`src/rtl/bht_update_scheduler_if.sv`:
```
// Lookup, resolved-branch update and table-port signals of the BHT update scheduler.
// The scheduler connects through the slave modport; the pipeline/table side uses master.
interface bht_update_scheduler_if #(
  parameter int IDX_W      = 5,
  parameter int FIFO_DEPTH = 4
);
  localparam int CNT_W = $clog2(FIFO_DEPTH) + 1;

  logic             lk_req;
  logic [IDX_W-1:0] lk_addr;
  logic             lk_gnt;
  logic             lk_valid;
  logic             lk_pred;

  logic             upd_valid;
  logic [IDX_W-1:0] upd_addr;
  logic             upd_taken;
  logic             upd_ready;
  logic [CNT_W-1:0] upd_pending;

  logic             tbl_en;
  logic             tbl_we;
  logic [IDX_W-1:0] tbl_addr;
  logic [1:0]       tbl_wdata;
  logic [1:0]       tbl_rdata;

  modport slave (
    input  lk_req, lk_addr, upd_valid, upd_addr, upd_taken, tbl_rdata,
    output lk_gnt, lk_valid, lk_pred, upd_ready, upd_pending,
           tbl_en, tbl_we, tbl_addr, tbl_wdata
  );

  modport master (
    output lk_req, lk_addr, upd_valid, upd_addr, upd_taken, tbl_rdata,
    input  lk_gnt, lk_valid, lk_pred, upd_ready, upd_pending,
           tbl_en, tbl_we, tbl_addr, tbl_wdata
  );
endinterface

```
`src/rtl/bht_update_scheduler.sv`:
```
// Arbitrates the single BHT port between fetch lookups and queued resolved-branch
// updates. Updates are applied as an atomic read-modify-write pair; a starvation
// down-counter forces the pending update once lookups have held the port long enough.
//
// state  | meaning
// IDLE   | port free: serve lookup, or issue update read of the queue head
// UPD_RD | read data for head returns; write saturated counter and pop
module bht_update_scheduler #(
  parameter int IDX_W      = 5,
  parameter int FIFO_DEPTH = 4,
  parameter int STARVE_MAX = 3
) (
  input logic                   clk,
  input logic                   arst,
  bht_update_scheduler_if.slave bus
);
  localparam int PTR_W = $clog2(FIFO_DEPTH);
  localparam int CNT_W = PTR_W + 1;
  localparam int STV_W = $clog2(STARVE_MAX + 1);
  localparam logic [CNT_W-1:0] CNT_FULL = CNT_W'(FIFO_DEPTH);
  localparam logic [STV_W-1:0] STV_LOAD = STV_W'(STARVE_MAX);

  typedef enum logic {IDLE, UPD_RD} state_t;

  state_t                  state, state_nxt;
  logic [IDX_W-1:0]        q_addr [FIFO_DEPTH];
  logic [FIFO_DEPTH-1:0]   q_taken;
  logic [PTR_W-1:0]        wr_ptr, rd_ptr;
  logic [CNT_W-1:0]        count;
  logic [STV_W-1:0]        starve_left;
  logic                    lk_valid_q;
  logic                    empty, full, push, pop, rd_issue, force_upd;

  // 2-bit saturating counter step; never wraps.
  function automatic logic [1:0] sat(input logic [1:0] cnt, input logic taken);
    if (taken) return (cnt == 2'b11) ? cnt : cnt + 2'd1;
    return (cnt == 2'b00) ? cnt : cnt - 2'd1;
  endfunction

  assign empty     = (count == '0);
  assign full      = (count == CNT_FULL);
  assign push      = bus.upd_valid & ~full;
  // starve_left counts the lookup grants still allowed ahead of a queued update
  assign force_upd = ~empty & (starve_left == '0);

  assign bus.upd_ready   = ~full;
  assign bus.upd_pending = count;
  assign bus.lk_valid    = lk_valid_q;
  assign bus.lk_pred     = lk_valid_q & bus.tbl_rdata[1];

  // Port ownership and next-state decision.
  always_comb begin
    state_nxt     = state;
    bus.lk_gnt    = 1'b0;
    bus.tbl_en    = 1'b0;
    bus.tbl_we    = 1'b0;
    bus.tbl_addr  = '0;
    bus.tbl_wdata = '0;
    pop           = 1'b0;
    rd_issue      = 1'b0;
    case (state)
      IDLE: begin
        if (bus.lk_req && !force_upd) begin
          bus.lk_gnt   = 1'b1;
          bus.tbl_en   = 1'b1;
          bus.tbl_addr = bus.lk_addr;
        end else if (!empty) begin
          bus.tbl_en   = 1'b1;
          bus.tbl_addr = q_addr[rd_ptr];
          rd_issue     = 1'b1;
          state_nxt    = UPD_RD;
        end
      end
      UPD_RD: begin
        bus.tbl_en    = 1'b1;
        bus.tbl_we    = 1'b1;
        bus.tbl_addr  = q_addr[rd_ptr];
        bus.tbl_wdata = sat(bus.tbl_rdata, q_taken[rd_ptr]);
        pop           = 1'b1;
        state_nxt     = IDLE;
      end
      default: state_nxt = IDLE;
    endcase
  end

  // FSM state register.
  always_ff @(posedge clk or posedge arst) begin
    if (arst) state <= IDLE;
    else      state <= state_nxt;
  end

  // Queue pointers and occupancy; a pop never frees a slot for a same-cycle push.
  always_ff @(posedge clk or posedge arst) begin
    if (arst) begin
      wr_ptr <= '0;
      rd_ptr <= '0;
      count  <= '0;
    end else begin
      if (push) wr_ptr <= wr_ptr + 1'b1;
      if (pop)  rd_ptr <= rd_ptr + 1'b1;
      count <= count + CNT_W'(push) - CNT_W'(pop);
    end
  end

  // Queue payload storage; contents are don't-care while unoccupied.
  always_ff @(posedge clk) begin
    if (push) begin
      q_addr[wr_ptr]  <= bus.upd_addr;
      q_taken[wr_ptr] <= bus.upd_taken;
    end
  end

  // Starvation budget: reload when nothing waits or the update read goes out.
  always_ff @(posedge clk or posedge arst) begin
    if (arst) begin
      starve_left <= STV_LOAD;
    end else if (empty || rd_issue) begin
      starve_left <= STV_LOAD;
    end else if (bus.lk_gnt && starve_left != '0) begin
      starve_left <= starve_left - 1'b1;
    end
  end

  // Lookup data returns one cycle after the grant.
  always_ff @(posedge clk or posedge arst) begin
    if (arst) lk_valid_q <= 1'b0;
    else      lk_valid_q <= bus.lk_gnt;
  end
endmodule

```
`src/flat_wrapper.sv`:
```
// flat-port wrapper written by rule: the top's interface ports become plain ports
module bht_update_scheduler_flat 
#(
  parameter int IDX_W      = 5,
  parameter int FIFO_DEPTH = 4,
  parameter int STARVE_MAX = 3
)
  (clk, arst, bus_lk_req, bus_lk_addr, bus_upd_valid, bus_upd_addr, bus_upd_taken, bus_tbl_rdata, bus_lk_gnt, bus_lk_valid, bus_lk_pred, bus_upd_ready, bus_upd_pending, bus_tbl_en, bus_tbl_we, bus_tbl_addr, bus_tbl_wdata);
  bht_update_scheduler_if #(.IDX_W(IDX_W), .FIFO_DEPTH(FIFO_DEPTH)) bus_i ();
  input logic clk;
  input logic arst;
  input wire logic [$bits(bus_i.lk_req)-1:0] bus_lk_req;
  input wire logic [$bits(bus_i.lk_addr)-1:0] bus_lk_addr;
  input wire logic [$bits(bus_i.upd_valid)-1:0] bus_upd_valid;
  input wire logic [$bits(bus_i.upd_addr)-1:0] bus_upd_addr;
  input wire logic [$bits(bus_i.upd_taken)-1:0] bus_upd_taken;
  input wire logic [$bits(bus_i.tbl_rdata)-1:0] bus_tbl_rdata;
  output wire logic [$bits(bus_i.lk_gnt)-1:0] bus_lk_gnt;
  output wire logic [$bits(bus_i.lk_valid)-1:0] bus_lk_valid;
  output wire logic [$bits(bus_i.lk_pred)-1:0] bus_lk_pred;
  output wire logic [$bits(bus_i.upd_ready)-1:0] bus_upd_ready;
  output wire logic [$bits(bus_i.upd_pending)-1:0] bus_upd_pending;
  output wire logic [$bits(bus_i.tbl_en)-1:0] bus_tbl_en;
  output wire logic [$bits(bus_i.tbl_we)-1:0] bus_tbl_we;
  output wire logic [$bits(bus_i.tbl_addr)-1:0] bus_tbl_addr;
  output wire logic [$bits(bus_i.tbl_wdata)-1:0] bus_tbl_wdata;
  assign bus_i.lk_req = bus_lk_req;
  assign bus_i.lk_addr = bus_lk_addr;
  assign bus_i.upd_valid = bus_upd_valid;
  assign bus_i.upd_addr = bus_upd_addr;
  assign bus_i.upd_taken = bus_upd_taken;
  assign bus_i.tbl_rdata = bus_tbl_rdata;
  assign bus_lk_gnt = bus_i.lk_gnt;
  assign bus_lk_valid = bus_i.lk_valid;
  assign bus_lk_pred = bus_i.lk_pred;
  assign bus_upd_ready = bus_i.upd_ready;
  assign bus_upd_pending = bus_i.upd_pending;
  assign bus_tbl_en = bus_i.tbl_en;
  assign bus_tbl_we = bus_i.tbl_we;
  assign bus_tbl_addr = bus_i.tbl_addr;
  assign bus_tbl_wdata = bus_i.tbl_wdata;
  bht_update_scheduler #(.IDX_W(IDX_W), .FIFO_DEPTH(FIFO_DEPTH), .STARVE_MAX(STARVE_MAX)) u_core (.clk(clk), .arst(arst), .bus(bus_i));
endmodule
```
`config.mk`:
```
export PLATFORM = sky130hd
export DESIGN_NAME = bht_update_scheduler_flat
export DESIGN_NICKNAME = d
export VERILOG_FILES = /design/src/rtl/bht_update_scheduler_if.sv /design/src/rtl/bht_update_scheduler.sv /design/src/flat_wrapper.sv
export SDC_FILE = /design/constraint.sdc
export NUM_CORES = 1
export LEC_CHECK = 0
export ABC_AREA = 1
export CAP_MARGIN = 25
export CELL_PAD_IN_SITES_DETAIL_PLACEMENT = 1
export CELL_PAD_IN_SITES_GLOBAL_PLACEMENT = 2
export CORE_AREA = 3 3 79 81
export CTS_CLUSTER_DIAMETER = 50
export DETAILED_ROUTE_END_ITERATION = 10
export DIE_AREA = 0 0 82 84
export PLACE_DENSITY = 0.77
export RECOVER_POWER = 50
export SETUP_SLACK_MARGIN = 0.15
export SYNTH_ARGS = -nofsm -noshare
export SYNTH_HDL_FRONTEND = slang
export SYNTH_SLANG_ARGS = --single-unit
```
`constraint.sdc`:
```
create_clock -name clk -period 1.8 [get_ports clk]
set_input_delay 0.36 -clock clk [delete_from_list [all_inputs] [get_ports clk]]
set_output_delay 0.36 -clock clk [all_outputs]
set_load 0.02 [all_outputs]
```
# Word level (Yosys, flattened, before mapping)
# Memory sizes are Yosys's and may differ from the RTL's.
# Index checks and enable logic that the tools add are counted.
[totals] register_bits=15 ramBits=20 inputBits=17 out_inout_bits=16 wordCells=64 memories=1
[op_classes] n_addsub=7 magnitude_cmp=3 n_eq_ne=2 n_mux=28 n_bitwise=6 n_reduce_logical=10
[memory_table] memory="u_core.q_addr" words=4 width=5 read_ports=1 rd_ports_with_merged_regs=0 wr=1 line_no="bht_update_scheduler.sv:26" text="logic [IDX_W-1:0] q_addr [FIFO_DEPTH];"
[ops] operator="$mux 2" n=7
[ops] operator="$mux 1" n=13
[ops] operator="$mux 5" n=2
[ops] operator="$pmux 5 s2" n=1
[ops] operator="$add 2x1->2 const B" n=3
[ops] operator="$lt 2x3->1 const B" n=2
[ops] operator="$bwmux 4" n=1
[ops] operator="$logic_not 2->1" n=2
[ops] operator="$pmux 1 s2" n=2
[ops] operator="$reduce_bool 2->1" n=2
[ops] operator="$sub 2x1->2 const B" n=2
[ops] operator="$add 3x1->3" n=1
[ops] operator="$and 1x1->1" n=3
[ops] operator="$eq 3x3->1 const B" n=1
[ops] operator="$logic_and 1x1->1" n=3
[ops] operator="$logic_not 3->1" n=1
[ops] operator="$not 1->1" n=3
[ops] operator="$sub 3x1->3" n=1
[ops] operator="$bmux 1 s2" n=1
[ops] operator="$demux 1 s2" n=1
[ops] operator="$eq 2x2->1 const B" n=1
[ops] operator="$ge 2x1->1 const B" n=1
[ops] operator="$logic_not 1->1" n=1
[ops] operator="$logic_or 1x1->1" n=1

# Depth between registers and ports, before layout
[logic_depth] word_depth=10 mapped_depth=7

# Worst setup path before layout
# No wires, ideal clock.
[synth_timing] path_type="register -> register" from="register u_core.count[1], in the netlist u_core.bus.upd_pending[1]" to="register u_core.count[2], in the netlist u_core.bus.upd_pending[2]" setup_time_ns=0.129 arrival_ns=1.766 required_time_ns=1.671 setup_slack_ns=-0.095 stages_incl_launch_ff=8 path_cell_list="dfrtp_1 > nor2_4 > nand2_1 > nand2_2 > inv_2 > ha_1 > fa_1 > xor2_1"
[synth_between] elab_chain_cells=5
[synth_lines] item="start: declaration" line_no="bht_update_scheduler.sv:29" text="logic [CNT_W-1:0] count;"
[synth_lines] item="start signal: assignment" line_no="bht_update_scheduler.sv:101" text="count <= count + CNT_W'(push) - CNT_W'(pop);"
[synth_lines] item="$eq 3x3->1" line_no="bht_update_scheduler.sv:41" text="assign full = (count == CNT_FULL);"
[synth_lines] item="$not 1->1"
[synth_lines] item="via bus_upd_ready" line_no="flat_wrapper.sv:21" text="output wire logic [$bits(bus_i.upd_ready)-1:0] bus_upd_ready;"
[synth_lines] item="$and 1x1->1" line_no="bht_update_scheduler.sv:42" text="assign push = bus.upd_valid & ~full;"
[synth_lines] item="via u_core.push" line_no="bht_update_scheduler.sv:32" text="logic empty, full, push, pop, rd_issue, force_upd;"
[synth_lines] item="$add 3x1->3" line_no="bht_update_scheduler.sv:101"
[synth_lines] item="$sub 3x1->3" line_no="bht_update_scheduler.sv:101"
# The timed path passes the listed nets, and every way through them passes these cells.
# A chain may end at the register's enable or synchronous reset.

# Worst setup path after layout
[layout_timing] from="register u_core.starve_left[0]" to="output bus_tbl_addr[3]"
[layout_between] elab_chain_cells=6
[layout_lines] item="start: declaration" line_no="bht_update_scheduler.sv:30" text="logic [STV_W-1:0] starve_left;"
[layout_lines] item="start signal: assignment" line_no="bht_update_scheduler.sv:120" text="starve_left <= starve_left - 1'b1;"
[layout_lines] item="$logic_not 2->1" line_no="bht_update_scheduler.sv:44" text="assign force_upd = ~empty & (starve_left == '0);"
[layout_lines] item="$and 1x1->1" line_no="bht_update_scheduler.sv:44"
[layout_lines] item="$logic_not 1->1" line_no="bht_update_scheduler.sv:63" text="if (bus.lk_req && !force_upd) begin"
[layout_lines] item="$logic_and 1x1->1" line_no="bht_update_scheduler.sv:63"
[layout_lines] item="$mux 5" line_no="bht_update_scheduler.sv:63"
[layout_lines] item="$pmux 5 s2" line_no="bht_update_scheduler.sv:61" text="case (state)"
[layout_lines] item="end: declaration" line_no="flat_wrapper.sv:25" text="output wire logic [$bits(bus_i.tbl_addr)-1:0] bus_tbl_addr;"
# No other way between the ends.

==> flow_metrics.tcl <==
set metrics [dict create \
    status "finished with violations" \
    violations "negative setup slack" \
    antenna_found_initial 0 \
    relSlewSlack 0.7024 \
    finalNetCount 275 \
    gp_congestion 0.7260 \
    r2r_slack_ns 0.16 \
    synth.net_count 211 \
    clkLatencyLatePin_ns 0.27 \
    grt_pass1_wl_um 6893 \
    drc_errors 0 \
    crit_path_end "bus_tbl_addr[3]" \
    layout_commonest_cell "inv_1" \
    synth_top_family_by_area "simple AND/OR/NAND/NOR gates" \
    drt_pass1_iterations 4 \
    pre_cts_slack_ns -0.4621 \
    synthTopCellsByArea "edfxtp_1, dfrtp_1, nand2_1, inv_1, nand3_1" \
    ys_warn_count 0 \
    drt_iter0_markers 37 \
    synth_top_cell_area_share 0.4071 \
    core_um2 5540 \
    multiInputGateArea_um2 742.0 \
    num_rows 27 \
    busiest_layer "met2" \
    viasPerCell 4.291 \
    synth_area_um2 1770 \
    fin_crit_sh 1.062 \
    finClkSkew_ns 0.002624 \
    mostFrequentLayoutCells "inv_1, nand2_1, edfxtp_1, buf_4, nand3_1" \
    netlist-cell-type-count 27 \
    start_kind "flop" \
    hold_class "in -> async" \
    grt_usage 0.1319 \
    synthXorXnorAreaFrac 0.02473 \
    max-cap-violations 0 \
    cts_made_buffers 5 \
    clockBufferDepth 2 \
    fin_tns_setup_ns -0.6188 \
    cp.required_ns 1.44 \
    port_buffers 32 \
    yosys.area_share.simple 0.2106 \
    ir_drop_mv 0.5559 \
    chipHeight_um 84 \
    ant_nets 0 \
    timing_worst_setup_path_type "reg -> out" \
    synth_adder_area_share 0.06078 \
    use_met2 0.2131 \
    endpoint_kind "output pin" \
    overflow 0 \
    r2r_end "u_core.bus.upd_pending[2]" \
    die_area_um2 6888 \
    r2r_cells 8 \
    grt_start_max_net_pins 12 \
    postSynthAreaPerCell_um2 9.519 \
    grt_pass1_vias 1397 \
    clock_sinks 35 \
    synth_compound_gate_area_share 0.02332 \
    cts-root-buf "clkbuf_8" \
    htree_levels 2 \
    synth_mux_area_frac 0 \
    synthToLayoutAreaGrowth_pct 50.18 \
    maxClockFrequency_ghz 0.5231 \
    syn-instance-count 186 \
    fill_cells 639 \
    routedWlPerCell_um 13.38 \
    seq_area_um2 1001 \
    finalHoldViolCount 0 \
    power.density_nw_per_um2 1590 \
    setup_viol 8 \
    clk_pin_slew_ns 0.06 \
    ys_seq_elements 35 \
    synth_largest_area_cell "edfxtp_1" \
    finalMaxSlewViolations 0 \
    finalPower_w 0.004228 \
    startpoint "u_core.starve_left[0]" \
    whs_ns 0.5276 \
    seq_area_frac_synth 0.5640 \
    rr_startpoint "u_core.bus.upd_pending[0]" \
    use_met1 0.1671 \
    p_leak_nw 1.244 \
    fp.dieW_um 82 \
    io_pins 33 \
    use_met3 0.02916 \
    cts-hold-fix-buffers 0 \
    cts_tree "built" \
    rsz0062_at_grt "true" \
    cp_max_fo 4 \
    wl_um 4323 \
    diodes 0 \
    layout_min_cycle_time_ns 1.912 \
    layout_setup_ws_ns -0.1118 \
    vias 1386 \
    arrival_ns 1.55 \
    dp_hpwl_um 3038 \
    utilization 0.4799 \
    worst_pin_slew_ns 0.4460 \
    start_util 0.3196 \
    drive_gt1_frac 0.3466 \
]
==> kinds of logic after synthesis <==
kind of cell,count (synthesis)
simple gates,83
buf+inv,48
flops,35
fa+ha+maj,8
compound gates,7
xor+xnor,5
==> what timing repair did <==
action / 4_1_cts / 5_1_grt
pin swaps: 7 / 5
setup endpoints to repair: 16 / 12
gates resized for setup: 86 / 24
endpoints found under the hold margin: 0 / 0
buffers inserted: 4 / 3
==> state kept, by name, summed over array words and instances, names as in the netlist <==
| signal | flops |
|---|---|
| u_core.rd_ptr | 2 |
| u_core.bus.lk_valid | 1 |
| u_core.starve_left | 2 |
| u_core.state | 1 |
| u_core.wr_ptr | 2 |
| u_core.q_taken | 4 |
| u_core.bus.upd_pending | 3 |
| u_core.q_addr | 20 |
==> layer usage <==
metal | vias to the layer above | wire length (µm)
li1 | 709 | -
met1 | 648 | 1880
met2 | 24 | 2217
met3 | 5 | 156
met4 | 0 | 69
met5 | - | 0
==> through the flow <==
stage,instances,instance area [µm²]
finish,323,2659
global route,323,2659
global placement,308,2360
floorplan,186,1803
CTS,320,2551
detailed placement,308,2360
==> cells in the mapped netlist (all sizes together) <==
library cell,n
dfrtp,9
inv,44
nand3,26
o21ai,3
bufinv,1
nor3,1
nand4,2
dfstp,2
a21oi,3
buf,3
o211ai,1
ha,7
edfxtp,24
xor2,4
nor2,7
xnor2,1
nand2,47
fa,1
==> final cells by class <==
type / instances / share of cell area
Timing Repair Buffer: 60 / 0.2080
Sequential cell: 35 / 0.3765
Tap cell: 72 / 0.03388
Clock inverter: 2 / 0.002824
Multi-Input combinational cell: 103 / 0.2791
Clock buffer: 6 / 0.02729
Inverter: 45 / 0.07247
==> worst min path at each step <==
stage / depth (start not counted) / slack (ns) / to
global placement: 2 / 0.52 / u_core.starve_left[0]
detailed placement: 2 / 0.53 / u_core.starve_left[0]
CTS: 2 / 0.40 / u_core.wr_ptr[1]
finish: 2 / 0.53 / u_core.wr_ptr[1]
floorplan: 1 / 0.21 / u_core.bus.lk_valid
global route: 2 / 0.57 / u_core.wr_ptr[1]
==> power breakdown <==
group / switching (W) / leakage [nW] / internal [W]
sequential: 0.000119 / 0.346 / 0.00112
combinational: 0.00136 / 0.857 / 0.00111
clock: 0.000254 / 0.0403 / 0.000263
total: 0.00173 / 1.24 / 0.00250
==> critical path, cell delays in order (launching register included) <==
cell and delay, ns:
dfstp_2 0.54, inv_2 0.05, ha_4 0.17, a21oi_4 0.14, buf_6 0.14, nand3_2 0.06
nand2_2 0.07, buf_6 0.11
No activity file was read; power rests on OpenSTA's default activity.
